$ cat config.mk
export PLATFORM = sky130hd
export DESIGN_NAME = dffrf_wport_arbiter
export DESIGN_NICKNAME = d
export VERILOG_FILES = /design/src/rtl/dffrf_wport_arbiter.sv
export SDC_FILE = /design/constraint.sdc
export NUM_CORES = 1
export LEC_CHECK = 0
export ABC_AREA = 0
export ABC_CLOCK_PERIOD_IN_PS = 7750
export CAP_MARGIN = 20
export CORE_AREA = 2 2 134 136
export DETAILED_ROUTE_END_ITERATION = 8
export DIE_AREA = 0 0 136 138
export GPL_TIMING_DRIVEN = 0
export PLACE_DENSITY = 0.62
export SETUP_SLACK_MARGIN = 0.1
export SYNTH_ARGS = -nofsm -noshare
export SYNTH_HDL_FRONTEND = slang
export SYNTH_SLANG_ARGS = --single-unit
export TNS_END_PERCENT = 5
$ cat constraint.sdc
create_clock -name CLK -period 7.75 [get_ports CLK]
set_clock_uncertainty 0.2 [all_clocks]
set_input_delay 1.9375 -clock CLK [delete_from_list [all_inputs] [get_ports CLK]]
set_output_delay 1.9375 -clock CLK [all_outputs]
set_load 0.02 [all_outputs]
$ cat src/rtl/dffrf_wport_arbiter.sv
// Round-robin arbiter sharing the single write port of a 2R1W DFF register file.
// The winning write is registered in a one-entry commit stage and forwarded to both read ports.
module dffrf_wport_arbiter #(
    parameter int WSIZE   = 32,
    parameter int NREQ    = 4,
    parameter int R0_ZERO = 1,
    localparam int GW     = (NREQ > 1) ? $clog2(NREQ) : 1
) (
    input  logic                  CLK,
    input  logic                  RST_N,
    input  logic [NREQ-1:0]       REQ_VALID,
    output logic [NREQ-1:0]       REQ_READY,
    input  logic [NREQ*5-1:0]     REQ_RW,
    input  logic [NREQ*WSIZE-1:0] REQ_DW,
    input  logic                  HOLD,
    input  logic [4:0]            RA,
    input  logic [4:0]            RB,
    output logic [WSIZE-1:0]      DA,
    output logic [WSIZE-1:0]      DB,
    output logic [4:0]            RF_RA,
    output logic [4:0]            RF_RB,
    input  logic [WSIZE-1:0]      RF_DA,
    input  logic [WSIZE-1:0]      RF_DB,
    output logic [4:0]            RF_RW,
    output logic [WSIZE-1:0]      RF_DW,
    output logic                  RF_WE,
    output logic [GW-1:0]         GNT_ID
);

    logic [GW-1:0]    ptr_q, ptr_d;
    logic             rf_we_q, rf_we_d;
    logic [4:0]       rf_rw_q, rf_rw_d;
    logic [WSIZE-1:0] rf_dw_q, rf_dw_d;

    logic [GW-1:0]    win;
    logic             found;
    logic             grant;
    int               cand;
    logic [4:0]       sel_rw;
    logic [WSIZE-1:0] sel_dw;
    logic             drop_r0;

    // Scan from the pointer, wrapping; the first valid requester wins.
    always_comb begin
        win   = '0;
        found = 1'b0;
        cand  = 0;
        for (int k = 0; k < NREQ; k++) begin
            cand = int'(ptr_q) + k;
            if (cand >= NREQ) cand = cand - NREQ;
            if (!found && REQ_VALID[cand[GW-1:0]]) begin
                found = 1'b1;
                win   = cand[GW-1:0];
            end
        end
    end

    // Grants are suppressed while in reset so nothing handshakes with a clearing stage.
    assign grant = found && !HOLD && RST_N;

    always_comb begin
        REQ_READY = '0;
        sel_rw    = '0;
        sel_dw    = '0;
        for (int i = 0; i < NREQ; i++) begin
            if (win == GW'(i)) begin
                REQ_READY[i] = grant;
                sel_rw       = REQ_RW[i*5 +: 5];
                sel_dw       = REQ_DW[i*WSIZE +: WSIZE];
            end
        end
    end

    assign GNT_ID = grant ? win : '0;

    // Writes to a hardwired-zero R0 still complete the handshake but never reach the file.
    always_comb begin
        drop_r0 = (R0_ZERO != 0) && (sel_rw == 5'd0);
        ptr_d   = ptr_q;
        if (grant) begin
            ptr_d = (win == GW'(NREQ - 1)) ? '0 : win + GW'(1);
        end
        rf_we_d = grant && !drop_r0;
        rf_rw_d = rf_we_d ? sel_rw : rf_rw_q;
        rf_dw_d = rf_we_d ? sel_dw : rf_dw_q;
    end

    always_ff @(posedge CLK or negedge RST_N) begin
        if (!RST_N) begin
            ptr_q   <= '0;
            rf_we_q <= 1'b0;
            rf_rw_q <= '0;
            rf_dw_q <= '0;
        end else begin
            ptr_q   <= ptr_d;
            rf_we_q <= rf_we_d;
            rf_rw_q <= rf_rw_d;
            rf_dw_q <= rf_dw_d;
        end
    end

    assign RF_WE = rf_we_q;
    assign RF_RW = rf_rw_q;
    assign RF_DW = rf_dw_q;
    assign RF_RA = RA;
    assign RF_RB = RB;

    // The in-flight write lands at the next edge, so readers take it from the commit stage.
    assign DA = (rf_we_q && rf_rw_q == RA && !((R0_ZERO != 0) && RA == 5'd0)) ? rf_dw_q : RF_DA;
    assign DB = (rf_we_q && rf_rw_q == RB && !((R0_ZERO != 0) && RB == 5'd0)) ? rf_dw_q : RF_DB;

endmodule

==> results.toml <==
[synthesis]
synth.avg_cell_area_um2 = 9.71
synth_edf_count = 0
ys_ff_latch = 40
syn_inst = 397
yosysWarnings = 0
ys.flop_type = "dfrtp_1"
synthArstFlopShare_pct = 100
syn_area_um2 = 3860
synth_fp_nets = 630
yosysSeqAreaShare_pct = 26.0
synth_cell_types = 39

[clock_network]
cts.sinks = 40
cts.repair.resized = 0
clk_latency_ns = 0.28
post_cts_buffers = 0
htreeDepth = 2
cts_buffers = 5
clkSlewWorstSetupHoldPaths_ns = 0.06
clockRootBuffer = "clkbuf_16"
hold_buffers = 0
cts_tree = "built"
cts_buffer_depth = 2

[sta]
max_freq_ghz = 0.140
tightest_slew_ns = 0.690
relSlewSlack_pct = 53.6
hold_viol = 0
rsz0062_at_grt = "no"
period_share_pct = 92.4
finalSetupViolCount = 0
slew_violations = 0
min_period_ns = 7.16

[global_routing]
grt-ovfl-total = 0
grt_max_degree = 25
antenna_found_initial = 0
grt_pass1_vias = 4786
grt_first_pass_wirelength_um = 27700
grt.total_usage_pct = 19.2

[drt]
drt-initial-drc-count = 143
viasPerCell = 4.69
first_pass_iters = 5
drt-wirelength-per-cell_um = 19.1
vias = 4600
routed_wl_um = 18800
route.detailed.drc = 0
ant_nets = 0

[floorplanning]
rows = 49
die_area_um2 = 18800
die_w_um = 136
boundaryPins = 347
die_y_um = 138
start_util_pct = 22.0
core_um2 = 17500

[critical_path]
reg2reg_depth = 11
cp-end-kind = "primary output"
crit_path_start = "REQ_VALID[0]"
crit_fanout = 10
timing.rr.start = "ptr_q[1]"
critPathArrivalTime_ns = 5.02
cp-start-kind = "primary input"
cp.required_ns = 5.61
path_class = "primary input to primary output"

[hold_path]
hp-class = "register to register"
hold_path_depth = 2
worstHoldStart = "ptr_q[0]"

[job]
maxCapViolations = 0

[power_and_ir_drop]
p_leak_nw = 2.97
peakVddDrop_v = 0.000101
total_power_mw = 1.87
p_per_area_nw_per_um2 = 240

[cells_and_area]
mostFrequentLayoutCell = "clkdlybuf4s50_1"
fin_nets = 984
design_area_um2 = 7780
mostFrequentLayoutCells = "clkdlybuf4s50_1 (345), mux2_2 (69), nand2_1 (41), dfrtp_1 (40), a221oi_1 (34)"
layout-drive-gt1-share_pct = 17.6
layout-area-overhead-vs-synth_pct = 102
diodes = 0

[place]
dpl.hpwl_um = 15400
placed_area_um2 = 7630
io_buffers = 346
place_congestion = 0.776

[status]
status = "completed"
-- cells by family after synthesis --
logic type / count (synthesis) / synth area share (%)
AOI/OAI and AO/OA: 95 / 19.7
buffers and inverters: 53 / 7.17
muxes: 97 / 30.9
xor gates and xnor gates: 8 / 1.82
adders and majority gates: 4 / 1.30
DFF: 40 / 26.0
and+or+nand+nor: 100 / 13.1
-- state kept, by name, summed over array words and instances (netlist names) --
name	cells
RF_DW	32
RF_RW	5
ptr_q	2
RF_WE	1
-- worst max-delay path: stages --
cell and delay [ns]:
clkdlybuf4s50_1 0.48, a21oi_1 0.16, o21a_1 0.12, o22ai_1 0.14
inv_1 0.12, ha_1 0.29, clkbuf_1 0.55, clkbuf_1 0.42
and2_1 0.19, clkdlybuf4s50_1 0.62
-- area by class of cell --
| type | count | area [um2] |
|---|---|---|
| multi-input cells | 304 | 2580 |
| inverters | 10 | 37.5 |
| fillers | 1744 | 9760 |
| plain buffers | 43 | 239 |
| well taps | 229 | 287 |
| repair buffers | 347 | 3490 |
| clock inverters | 2 | 10.0 |
| flip-flops and latches | 40 | 1000 |
| clock buffers | 6 | 139 |
-- report_power, final --
part	internal, mW	switching, mW
Combinational	0.647	0.574
Clock	0.127	0.0857
Sequential	0.306	0.126
-- Yosys cell counts, types with 2 or more instances --
master,count,area (um2)
mux2_2,69,777
nand2_1,41,154
dfrtp_1,40,1000
a221oi_1,34,298
nor2b_1,33,206
o31ai_1,33,248
mux2_4,27,405
clkbuf_1,21,78.8
buf_4,10,75.1
inv_1,10,37.5
a21oi_1,8,40.0
buf_2,8,40.0
nor2_1,6,22.5
nor3_1,6,30.0
o22ai_1,6,37.5
xnor2_1,5,43.8
buf_6,4,45.0
ha_1,4,50.1
and2_1,3,18.8
xor2_1,3,26.3
a221o_1,2,20.0
a31oi_1,2,12.5
nand2b_1,2,12.5
nand3_1,2,10.0
nor4_1,2,12.5
o21bai_1,2,15.0
o22a_1,2,17.5
-- final timing paths --
path / endpoint / slack (ns)
worst max-delay path: REQ_READY[2] / 0.59
worst max register to register: RF_DW[7] / 4.21
worst min-delay path: ptr_q[0] / 0.32
min in group asynchronous: RF_RW[0] / 1.46
max in group asynchronous: RF_DW[10] / 5.37
worst min register to register: ptr_q[0] / 0.32
-- per-layer routing --
layer  routed length [um]  part of all wire (%)  vias to the layer above  track usage [%]
li1                     -                     -                     2188                -
met1                 7450                    40                     2160             22.6
met2                 9500                    51                      236             35.1
met3                 1520                   8.1                       16             4.03
met4                  306                   1.6                        0             4.50
met5                    0                     0                        -                0
-- per-stage QoR --
| step | utilization (%) | hold WS (ns) | setup TNS (ns) | worst slack (ns) | instances |
|---|---|---|---|---|---|
| after detailed placement | 43.5 | 0.320 | 0 | 0.560 | 973 |
| final | 44.4 | 0.325 | 0 | 0.589 | 981 |
| after global routing | 44.4 | 0.357 | 0 | 0.267 | 981 |
| after CTS | 44.4 | 0.331 | 0 | 0.557 | 981 |
| after global placement | 43.4 | 0.314 | -0.544 | -0.195 | 972 |
| after floorplan | - | 0.271 | 0 | 2.10 | 397 |
Power figures use the tool's default switching activity.
